==> config.mk <==
export PLATFORM = sky130hd
export DESIGN_NAME = demux_32_bit_buffered
export DESIGN_NICKNAME = d
export VERILOG_FILES = /design/src/rtl/demux_32_bit_buffered_pkg.sv /design/src/rtl/demux_lane_fifo.sv /design/src/rtl/demux_32_bit_buffered.sv
export SDC_FILE = /design/constraint.sdc
export NUM_CORES = 1
export LEC_CHECK = 0
export BUFFER_PORTS_ARGS = -buffer_cell sky130_fd_sc_hd__buf_4
export CORE_ASPECT_RATIO = 0.7
export CORE_MARGIN = 3
export CORE_UTILIZATION = 62
export CTS_BUF_LIST = sky130_fd_sc_hd__clkbuf_4 sky130_fd_sc_hd__clkbuf_8
export CTS_CLUSTER_SIZE = 10
export DETAILED_ROUTE_END_ITERATION = 8
export PLACE_DENSITY = 0.95
export SYNTH_ARGS = -nofsm -noshare
export SYNTH_HDL_FRONTEND = slang
export SYNTH_SLANG_ARGS = --single-unit
export TNS_END_PERCENT = 20
==> constraint.sdc <==
create_clock -name clk -period 6.6 [get_ports clk]
set_input_delay 0.99 -clock clk [delete_from_list [all_inputs] [get_ports clk]]
set_output_delay 0.99 -clock clk [all_outputs]
set_load 0.03 [all_outputs]
==> src/rtl/demux_32_bit_buffered_pkg.sv <==
// ============================================================================
// Module  : demux_32_bit_buffered_pkg
// Brief   : Shared constants and types for the buffered 1-to-2 word demux.
// Revision: 1.0 - initial release
// ============================================================================
`default_nettype none

package demux_32_bit_buffered_pkg;

    localparam int   WORD_WIDTH  = 32;
    localparam logic LANE_0      = 1'b0;
    localparam logic LANE_1      = 1'b1;
    localparam int   COUNT_WIDTH = 16;
    localparam int   NUM_LANES   = 2;

    // Per-lane handshake status seen by the steering logic
    typedef struct packed {
        logic full;
        logic valid;
    } lane_status_t;

    function automatic int fill_width(input int depth);
        return $clog2(depth) + 1;
    endfunction

endpackage

`default_nettype wire

==> src/rtl/demux_lane_fifo.sv <==
// ============================================================================
// Module  : demux_lane_fifo
// Brief   : Per-lane FIFO; head word is read straight from registered storage.
// Revision: 1.0 - initial release
// ============================================================================
`default_nettype none

module demux_lane_fifo
    import demux_32_bit_buffered_pkg::*;
#(
    parameter int WIDTH = WORD_WIDTH,
    parameter int DEPTH = 2
) (
    input  logic             clk,
    input  logic             rst,
    input  logic             push,
    input  logic [WIDTH-1:0] push_data,
    input  logic             pop,
    output logic [WIDTH-1:0] head_data,
    output logic             head_valid,
    output logic             full
);

    localparam int c_PTR_W  = $clog2(DEPTH);
    localparam int c_FILL_W = fill_width(DEPTH);

    logic [WIDTH-1:0]    r_mem [DEPTH];
    logic [c_PTR_W-1:0]  r_wr_ptr;
    logic [c_PTR_W-1:0]  r_rd_ptr;
    logic [c_FILL_W-1:0] r_fill;

    logic w_push_ok;
    logic w_pop_ok;

    // Guards keep the fill count within [0, DEPTH] even on a misbehaving caller
    assign w_push_ok = push && !full;
    assign w_pop_ok  = pop && head_valid;

    always_ff @(posedge clk or posedge rst) begin
        if (rst) begin
            for (int i = 0; i < DEPTH; i++) begin
                r_mem[i] <= '0;
            end
            r_wr_ptr <= '0;
            r_rd_ptr <= '0;
            r_fill   <= '0;
        end else begin
            if (w_push_ok) begin
                r_mem[r_wr_ptr] <= push_data;
                r_wr_ptr        <= r_wr_ptr + c_PTR_W'(1);
            end
            if (w_pop_ok) begin
                r_rd_ptr <= r_rd_ptr + c_PTR_W'(1);
            end
            case ({w_push_ok, w_pop_ok})
                2'b10:   r_fill <= r_fill + c_FILL_W'(1);
                2'b01:   r_fill <= r_fill - c_FILL_W'(1);
                default: r_fill <= r_fill;
            endcase
        end
    end

    assign head_data  = r_mem[r_rd_ptr];
    assign head_valid = (r_fill != '0);
    assign full       = (r_fill == c_FILL_W'(DEPTH));

endmodule

`default_nettype wire

==> src/rtl/demux_32_bit_buffered.sv <==
// ============================================================================
// Module  : demux_32_bit_buffered
// Brief   : 1-to-2 valid/ready word steering with a FIFO per output lane.
//           Optional accepted-word counters enabled by DEMUX_COUNT_EN.
// Revision: 1.0 - initial release
// ============================================================================
`default_nettype none

module demux_32_bit_buffered
    import demux_32_bit_buffered_pkg::*;
#(
    parameter int WIDTH = WORD_WIDTH,
    parameter int DEPTH = 2
) (
    input  logic                   clk,
    input  logic                   rst,
    input  logic [WIDTH-1:0]       in_data,
    input  logic                   in_valid,
    output logic                   in_ready,
    input  logic                   select,
    output logic [WIDTH-1:0]       out_0,
    output logic                   out_0_valid,
    input  logic                   out_0_ready,
    output logic [WIDTH-1:0]       out_1,
    output logic                   out_1_valid,
    input  logic                   out_1_ready
`ifdef DEMUX_COUNT_EN
    ,
    output logic [COUNT_WIDTH-1:0] count_0,
    output logic [COUNT_WIDTH-1:0] count_1
`endif
);

    lane_status_t     w_status [NUM_LANES];
    logic [WIDTH-1:0] w_head   [NUM_LANES];
    logic             w_push   [NUM_LANES];
    logic             w_pop    [NUM_LANES];
    logic             w_accept;

    // Registered fill only: a same-cycle pop never opens in_ready
    assign in_ready = !w_status[select].full;
    assign w_accept = in_valid && in_ready;

    assign w_pop[0] = w_status[0].valid && out_0_ready;
    assign w_pop[1] = w_status[1].valid && out_1_ready;

    generate
        for (genvar g = 0; g < NUM_LANES; g++) begin : g_lane
            assign w_push[g] = w_accept && (select == 1'(g));

            demux_lane_fifo #(
                .WIDTH (WIDTH),
                .DEPTH (DEPTH)
            ) u_fifo (
                .clk        (clk),
                .rst        (rst),
                .push       (w_push[g]),
                .push_data  (in_data),
                .pop        (w_pop[g]),
                .head_data  (w_head[g]),
                .head_valid (w_status[g].valid),
                .full       (w_status[g].full)
            );
        end
    endgenerate

    assign out_0       = w_head[0];
    assign out_0_valid = w_status[0].valid;
    assign out_1       = w_head[1];
    assign out_1_valid = w_status[1].valid;

`ifdef DEMUX_COUNT_EN
    logic [COUNT_WIDTH-1:0] r_count_0;
    logic [COUNT_WIDTH-1:0] r_count_1;

    // Counters wrap naturally at 2**COUNT_WIDTH
    always_ff @(posedge clk or posedge rst) begin
        if (rst) begin
            r_count_0 <= '0;
            r_count_1 <= '0;
        end else begin
            if (w_accept && (select == LANE_0)) begin
                r_count_0 <= r_count_0 + COUNT_WIDTH'(1);
            end
            if (w_accept && (select == LANE_1)) begin
                r_count_1 <= r_count_1 + COUNT_WIDTH'(1);
            end
        end
    end

    assign count_0 = r_count_0;
    assign count_1 = r_count_1;
`endif

endmodule

`default_nettype wire

[Word level (Yosys, flattened, before mapping)]
Cells that the tools add are included.
Widths: inputs -> output; s select.
Operators by class
  equality and inequality tests: 6
  bitwise gates (word level): 6
  multiply operators: 0
  reduce and logical (&&, ||, !) cells: 18
  div/mod/pow operators: 0
  $lt $le $gt $ge: 7
  add/sub/neg operators: 8
  multiplexer cells: 17
  shift-type cells: 0
Operators with widths (count)
  $mux 32: 8
  $bwmux 64: 2
  $demux 32 s1: 2
  $logic_and 1x1->1: 11
  $ge 2x2->1 const B: 5
  $not 1->2: 5
  $eq 2x2->1 const B: 4
  $pmux 2 s2: 2
  $reduce_bool 2->1: 4
  $mux 2: 3
  $add 1x1->1 const B: 4
  $add 2x1->2 const B: 2
  $eq 2x1->1 const B: 2
  $lt 2x1->1 const B: 2
  $sub 2x1->2 const B: 2
  $logic_not 1->1: 3
  $not 1->1: 1
Storage, ports and cells
  bits of input ports: 38
  word-level logic and storage cells: 72
  memory bits (read-only): 0
  latch bits: 0
  register bits: 136
  bits in writable memories: 0
  output and inout port bits: 67
  memories kept: 0

[Longest topological paths before layout]
Gate-level depths: netlist of run 1.
  depth after elaboration: 10
  mapped depth: 6
  mapped depth without buffers: 6

[Modules after synthesis]
From an unflattened synthesis of run 1, not the netlist that was laid out.
Unflattened totals
  cell total of the unflattened synthesis: 385
  area, all modules: 6317.3 um2
By module, submodules not included
  demux_lane_fifo: instances 2, area each 3139.3 um2, cells each 190, sequential area each 1701.6 um2
  demux_32_bit_buffered: instances 1, area each 38.8 um2, cells each 5, sequential area each 0.0 um2

[Least setup slack after synthesis of run 1]
OpenSTA, ideal clock, no wires.
  path kind: input to output
  from: in select
  to: out in_ready
  cell stages on the path: 2
  buffers on the path: 0
  data required time: 5.610 ns
  arrival: 1.499 ns
  path slack: 4.111 ns
  path through: nor2_1 a21oi_1
Between the ends
  cells in the longest elaborated chain, start to end: 5
RTL lines
  start, declared: RTL line demux_32_bit_buffered.sv:20  | input logic select,
  $not 1->2 (implied by the code): RTL line demux_32_bit_buffered.sv:41  | assign in_ready = !w_status[select].full;
  $mux 2 (implied by the code) (3 in series): RTL line demux_32_bit_buffered.sv:41
  $logic_not 1->1: RTL line demux_32_bit_buffered.sv:41
  end, declared: RTL line demux_32_bit_buffered.sv:19  | output logic in_ready,
No other way between the ends. The select of a mux whose other input is x is not followed.

[Final worst setup path of run 1]
  from: reg g_lane[0].u_fifo.r_rd_ptr
  to: out out_0[31]
Between the ends
  cells in the longest elaborated chain, start to end: 4
RTL lines
  start, declared: RTL line demux_lane_fifo.sv:29  | logic [c_PTR_W-1:0] r_rd_ptr;
  start signal, assigned: RTL line demux_lane_fifo.sv:53  | r_rd_ptr <= r_rd_ptr + c_PTR_W'(1);
  $not 1->2 (implied by the code): RTL line demux_lane_fifo.sv:63  | assign head_data = r_mem[r_rd_ptr];
  $mux 32 (implied by the code) (3 in series): RTL line demux_lane_fifo.sv:63
  end, declared: RTL line demux_32_bit_buffered.sv:21  | output logic [WIDTH-1:0] out_0,
No other way between the ends. The select of a mux whose other input is x is not followed.

==> flow_summary_export.csv, run 1 <==
group,metric,value,unit
run_status,status,"finished clean",
synth,synth_ff_type,"dfrtp_1",
timing,max_freq,305,MHz
clock_network,clk_latency,430,ps
power_and_ir_drop,power.leakage,0.00323,uW
timing,worst_slew_pin_slew,1020,ps
power_and_ir_drop,p_int,2710,uW
setup_path,worstSetupPathDepth,3,
grt,grt_overflow_total,0,
synth,yosysMostFrequentCell,"mux2_2",
route,wl_met1,5770,um
timing,fin_crit,3280,ps
grt,grt_pass1_vias,3815,
clock_network,numCtsBuffers,17,
timing,fin_tns_setup,0,ps
clock_network,clockBufferDepth,2,
power_and_ir_drop,p_sw_frac,0.391,
timing,period_share,0.496,
finish,finalNetCount,528,
clock_network,cts_tree,"yes",
clock_network,cts_setup_buffers,0,
clock_network,cts_hold_buf,0,
power_and_ir_drop,p_comb_frac,0.508,
setup_path,timing.rr.start,"g_lane[1].u_fifo.r_fill[1]$_DFFE_PP0P_",
route,wl,12700,um
synth,ys_types,25,
grt,antenna_found_initial,0,
route,wl_per_cell,20.4,um
die,io-pin-count,105,
route,drt-pass1-iter-count,4,
power_and_ir_drop,p_per_area,620,nW/um2
setup_path,worst_r2r_path_depth,4,
synth,synthTopCellsByCount,"187 x mux2_2, 136 x dfrtp_1, 10 x buf_2, 6 x buf_6, 6 x xnor2_1",
route,vias_per_cell,5.66,
synth,synth_seq_area_share,0.571,
place,dpl.hpwl,8390,um
job,cap_violations,0,
clock_network,cts-root-buf,"clkbuf_8",
clock_network,post_cts_resized,0,
die,start_util,0.647,
synth,synth_area,5960,um2
synth,synth_area_leader_cell,"dfrtp_1",
setup_path,startpoint_type,"flop",
clock_network,htreeDepth,4,
timing,relSlewSlack,0.320,
setup_path,startpoint,"g_lane[0].u_fifo.r_rd_ptr$_DFFE_PP0P_",
setup_path,worstSetupPathType,"reg -> out",
die,fp.dieW,123,um
route,top_layer_used,"met4",
setup_path,cp_max_fo,17,
finish,stdcell_count,621,
power_and_ir_drop,vdd_drop_max,0.413,mV
route,route.vias.total,3512,
grt,grt_usage,0.250,
power_and_ir_drop,p_seq_frac,0.344,
synth,postSynthAreaPerCell,15.7,um2
clock_network,clkTransAtPathRegs,70,ps
finish,diodes,0,
timing,slew_violations,0,
timing,worst_slack,3320,ps
die,row_count,29,
hold_path,hold_class,"reg -> reg",
synth,ys_seq_elements,136,
timing,hold_viol,0,
setup_path,slowest_delay,850,ps
finish,fill_cells,554,
place,dp.cells,593,
timing,rsz0062_at_grt,"no",
finish,final_util,0.780,
grt,grt_max_degree,75,
synth,yosysTopAreaCellShare,0.571,
setup_path,crit_buf_inv,2,
grt,grt_pass1_wl,20100,um
route,ant_nets,0,
synth,synth.area.top_cells,"dfrtp_1 57%, mux2_2 35%, buf_6 1.1%, mux2_1 0.94%, xnor2_1 0.88%",
timing,finalSetupViolCount,0,
synth,synth_edf_count,0,
place,place.gp.congestion,0.758,
setup_path,worstPathRequired,5610,ps
setup_path,crit_top_cell,"buf_4",
synth,syn_nets,420,
route,drtIter0Drc,206,
die,coreArea,9220,um2
place,place_ws,3790,ps
setup_path,worst_path_max_delay_cell,"dfrtp_1",
die,fp.dieArea,10900,um2
setup_path,cp-end-kind,"output port",
clock_network,clock-sinks,136,
route,met2WireLength,6100,um
setup_path,critPathCapture,"out_0[31]",
setup_path,r2r_end,"g_lane[1].u_fifo.r_mem[54]$_DFFE_PP0P_",
setup_path,crit_family,"flip-flops",
power_and_ir_drop,switchingPower,1740,uW
route,drc,0,
synth,netlist_instances,380,
setup_path,worstPathArrival,2290,ps
timing,fin_skew,6.13,ps
setup_path,r2r_slack,4420,ps
place,io_buffers,104,
setup_path,cp_cell_sequence,"buf_4 > mux2_2 > buf_4",
power_and_ir_drop,p_clk_frac,0.148,
synth,yosysWarnings,0,
finish,synthToLayoutAreaGrowth,20.6,%
finish,layout-drive-gt1-share,0.670,
die,die_height,88.1,um
route,dr_wl_met3,655,um
synth,async_reset_ff_frac,1.00,
[worst register-to-register path, delay by kind of cell (launching register included)]
family / cells / cell delay (ps)
flip-flops: 1 / 420
AND/OR/NAND/NOR: 2 / 820
multiplexers: 1 / 390
buffers and inverters: 1 / 430
[metrics by stage]
step                power, uW  area, um2  hold WS, ps
finish                   4460       7190          489
global route             4690       7190          512
CTS                      4490       7190          493
detailed placement       3810       6810          477
global placement         3700       6810          464
floorplan                3070       5960          454
[cell families after synthesis]
group	synth area share
multiplexers	0.363
flip-flops	0.571
buffers and inverters	0.0254
AND/OR/NAND/NOR	0.0216
XOR/XNOR	0.0147
adder cells (fa/ha/maj)	0.00420
AO/OA/AOI/OAI	0.000838
[how the worst min path moves through the flow]
stage | from | endpoint | slack [ps] | cells past startpoint
3_5_place_dp | g_lane[0].u_fifo.r_mem[55]$_DFFE_PP0P_ | g_lane[0].u_fifo.r_mem[55]$_DFFE_PP0P_ | 480 | 1
4_1_cts | g_lane[0].u_fifo.r_mem[55]$_DFFE_PP0P_ | g_lane[0].u_fifo.r_mem[55]$_DFFE_PP0P_ | 490 | 1
6_report | g_lane[0].u_fifo.r_mem[55]$_DFFE_PP0P_ | g_lane[0].u_fifo.r_mem[55]$_DFFE_PP0P_ | 490 | 1
5_1_grt | g_lane[0].u_fifo.r_mem[0]$_DFFE_PP0P_ | g_lane[0].u_fifo.r_mem[0]$_DFFE_PP0P_ | 510 | 1
3_3_place_gp | g_lane[1].u_fifo.r_mem[56]$_DFFE_PP0P_ | g_lane[1].u_fifo.r_mem[56]$_DFFE_PP0P_ | 460 | 1
2_1_floorplan | g_lane[0].u_fifo.r_mem[55]$_DFFE_PP0P_ | g_lane[0].u_fifo.r_mem[55]$_DFFE_PP0P_ | 450 | 1
[routing by layer]
layer,vias up,global-route usage
li1,1569,-
met1,1823,0.329
met2,104,0.410
met3,16,0.0736
met4,0,0.0734
met5,-,0
[registers in the layout, indices dropped and copies added (netlist names)]
signal                  cells
g_lane.u_fifo.r_rd_ptr      2
g_lane.u_fifo.r_wr_ptr      2
g_lane.u_fifo.r_mem       128
g_lane.u_fifo.r_fill        4
[layout make-up]
type                    count  area, um2  area share
flip-flops and latches    136       3400       0.473
well taps                 124        155      0.0216
multi-input cells         222       2410       0.336
clock buffers              26        352      0.0489
inverters                   1       6.26    0.000870
clock inverters             2       35.0     0.00487
repair buffers            110        826       0.115
[power groups by stage]
stage / combinational [uW] / clock (uW) / sequential (uW)
3_5_place_dp: 2270 / 0 / 1540
2_1_floorplan: 1650 / 0 / 1410
5_1_grt: 2390 / 711 / 1590
4_1_cts: 2280 / 670 / 1530
6_report: 2270 / 659 / 1530
3_3_place_gp: 2200 / 0 / 1500
[cell usage in the layout, fill, tap and decap left out, types with 2 or more instances in the layout]
cell        n
and2_1      2
or2_2       2
buf_4     110
mux2_1      5
xor2_1      4
clkbuf_8   25
mux2_2    187
dfrtp_1   136
nor2_1      3
xnor2_1     6
ha_1        2
No activity file was read; power rests on OpenSTA's default activity.
==> run 2: changes to the inputs <==
--- a/config.mk
+++ b/config.mk
@@ -8,11 +8,11 @@
 export BUFFER_PORTS_ARGS = -buffer_cell sky130_fd_sc_hd__buf_4
 export CORE_ASPECT_RATIO = 0.7
 export CORE_MARGIN = 3
-export CORE_UTILIZATION = 62
+export CORE_UTILIZATION = 52
 export CTS_BUF_LIST = sky130_fd_sc_hd__clkbuf_4 sky130_fd_sc_hd__clkbuf_8
 export CTS_CLUSTER_SIZE = 10
 export DETAILED_ROUTE_END_ITERATION = 8
-export PLACE_DENSITY = 0.95
+export PLACE_DENSITY = 0.86
 export SYNTH_ARGS = -nofsm -noshare
 export SYNTH_HDL_FRONTEND = slang
 export SYNTH_SLANG_ARGS = --single-unit
==> constraint.sdc (replaced) <==
create_clock -name clk -period 2.8 [get_ports clk]
set_input_delay 0.42 -clock clk [delete_from_list [all_inputs] [get_ports clk]]
set_output_delay 0.42 -clock clk [all_outputs]
set_load 0.03 [all_outputs]
==> run 2 against run 1 <==
Against the previous run:
- global-route usage fell by 5.9 points
- cell area up 1.8%
- worst hold slack got worse by 320 ps
- clock skew up 4.8 ps
- critical path type unchanged
- critical endpoint is now out_1[0]
- largest cell class unchanged
==> flow_summary_export.csv, run 2 (synthesis results as in run 1) <==
group,metric,value,unit
run_status,status,"finished clean",
setup_path,slowest_delay,950,ps
setup_path,r2r_slack,880,ps
timing,hold_viol,0,
finish,reg_top3,"g_lane.u_fifo.r_mem: 128 flops, g_lane.u_fifo.r_fill: 4 flops",
clock_network,clk_latency,430,ps
clock_network,clockBufferDepth,2,
grt,grt_max_degree,137,
route,ant_nets,0,
job,cap_violations,0,
grt,grt_pass1_wl,18800,um
route,drc,0,
timing,max_freq,413,MHz
clock_network,cts_hold_buf,0,
timing,relSlewSlack,0.410,
clock_network,cts_tree,"yes",
route,drt-pass1-iter-count,4,
die,start_util,0.538,
grt,grt_overflow_total,0,
finish,finalNetCount,528,
setup_path,worstPathRequired,2380,ps
die,die_height,95.6,um
route,wl,11500,um
grt,antenna_found_initial,0,
power_and_ir_drop,power.leakage,0.00327,uW
grt,use_met2,0.289,
grt,met3_usage,0.0522,
setup_path,worstPathArrival,2000,ps
grt,grt_usage,0.191,
finish,most-common-layout-cells,"187 x mux2_2, 134 x dfrtp_1, 108 x buf_4",
place,place.gp.congestion,0.753,
clock_network,numCtsBuffers,17,
timing,rsz0062_at_grt,"no",
die,coreArea,11100,um2
clock_network,cts_setup_buffers,0,
setup_path,cp-end-kind,"output port",
grt,met1_usage,0.272,
die,fp.dieW,134,um
clock_network,clock-sinks,136,
finish,diodes,0,
timing,fin_tns_setup,0,ps
finish,fill_cells,813,
setup_path,worstSetupPathType,"reg -> out",
finish,largest-register,"g_lane.u_fifo.r_mem",
hold_path,hold_class,"in -> async",
place,io_buffers,104,
clock_network,post_cts_resized,0,
timing,worst_slew_pin_slew,885,ps
setup_path,cp_max_fo,33,
timing,slew_violations,0,
die,fp.dieArea,12800,um2
clock_network,htreeDepth,4,
setup_path,startpoint_type,"flop",
route,vias_per_cell,5.27,
setup_path,crit_buf_inv,1,
clock_network,clkTransAtPathRegs,70,ps
timing,period_share,0.864,
timing,fin_crit,2420,ps
finish,largest_reg_flops,128,
setup_path,crit_family,"flip-flops",
finish,layout-drive-gt1-share,0.677,
finish,layout_commonest_cell,"mux2_2",
power_and_ir_drop,vdd_drop_max,0.819,mV
finish,synthToLayoutAreaGrowth,22.7,%
setup_path,timing.rr.start,"g_lane[0].u_fifo.r_fill[0]$_DFFE_PP0P_",
route,drtIter0Drc,165,
route,route.vias.total,3447,
timing,finalSetupViolCount,0,
power_and_ir_drop,finalPower,10600,uW
setup_path,cp_cell_sequence,"mux2_2 > buf_4",
die,row_count,32,
die,io-pin-count,105,
setup_path,startpoint,"g_lane[1].u_fifo.r_rd_ptr$_DFFE_PP0P_",
setup_path,worst_r2r_path_depth,4,
setup_path,r2r_end,"g_lane[0].u_fifo.r_mem[50]$_DFFE_PP0P_",
grt,grt_pass1_vias,3592,
place,postPlaceCellArea,6870,um2
finish,fin_area,7320,um2
grt,grt.busiest_layer,"met2",
setup_path,worst_path_max_delay_cell,"dfrtp_2",
route,wl_per_cell,17.6,um
power_and_ir_drop,p_per_area,1450,nW/um2
timing,fin_skew,10.9,ps
clock_network,cts-root-buf,"clkbuf_8",
place,dpl.hpwl,7500,um
[run 2: cell types whose count changed in the layout (fill, tap and decap cells not counted)]
cell / before / now
clkbuf_4: 1 / 4
buf_4: 110 / 108
dfrtp_2: 0 / 2
buf_12: 0 / 2
clkinvlp_4: 0 / 2
bufinv_16: 1 / 4
inv_4: 1 / 0
clkbuf_8: 25 / 20
clkinv_2: 1 / 3
dfrtp_1: 136 / 134
[run 2: worst register-to-register path, cell delays in order (launching register included)]
cell	delay [ps]
dfrtp_1	420
nand2b_4	180
and4bb_2	600
buf_12	250
mux2_2	360
[run 2: worst max-delay path by stage]
stage                                                        end  cells after the start
after floorplan           g_lane[0].u_fifo.r_fill[0]$_DFFE_PP0P_                      1
after global placement                                  out_1[0]                      2
after detailed placement                                out_1[0]                      2
after CTS                                               out_1[0]                      2
after global routing                                    out_1[0]                      2
final                                                   out_1[0]                      2
[run 2: power by group]
group / internal (uW) / leakage (uW) / switching [uW]
sequential: 2970 / 0.00161 / 723
combinational: 2540 / 0.00142 / 2590
clock: 1080 / 0.000231 / 706
[run 2: final cells by class]
class / instances / area [um2] / share of cell area
Multi-Input combinational cell: 222 / 2410 / 0.330
Timing Repair Buffer: 110 / 851 / 0.116
Sequential cell: 136 / 3410 / 0.465
Inverter: 1 / 7.51 / 0.00103
Clock inverter: 8 / 143 / 0.0195
Clock buffer: 24 / 305 / 0.0417
Tap cell: 153 / 191 / 0.0262
[run 2: stage by stage]
| step | hold WS (ps) | setup WS [ps] | std cells | utilization |
|---|---|---|---|---|
| 2_1_floorplan | 454 | 687 | 380 | - |
| 3_3_place_gp | 463 | 837 | 622 | 0.619 |
| 3_5_place_dp | 479 | 823 | 622 | 0.619 |
| 4_1_cts | 203 | 336 | 654 | 0.660 |
| 5_1_grt | 221 | 267 | 654 | 0.660 |
| 6_report | 169 | 380 | 654 | 0.660 |
[run 2: layer usage]
| layer | up-vias | share of wire |
|---|---|---|
| met5 | - | 0 |
| met4 | 0 | 0.0091 |
| met3 | 11 | 0.046 |
| met2 | 81 | 0.46 |
| met1 | 1775 | 0.49 |
| li1 | 1580 | - |
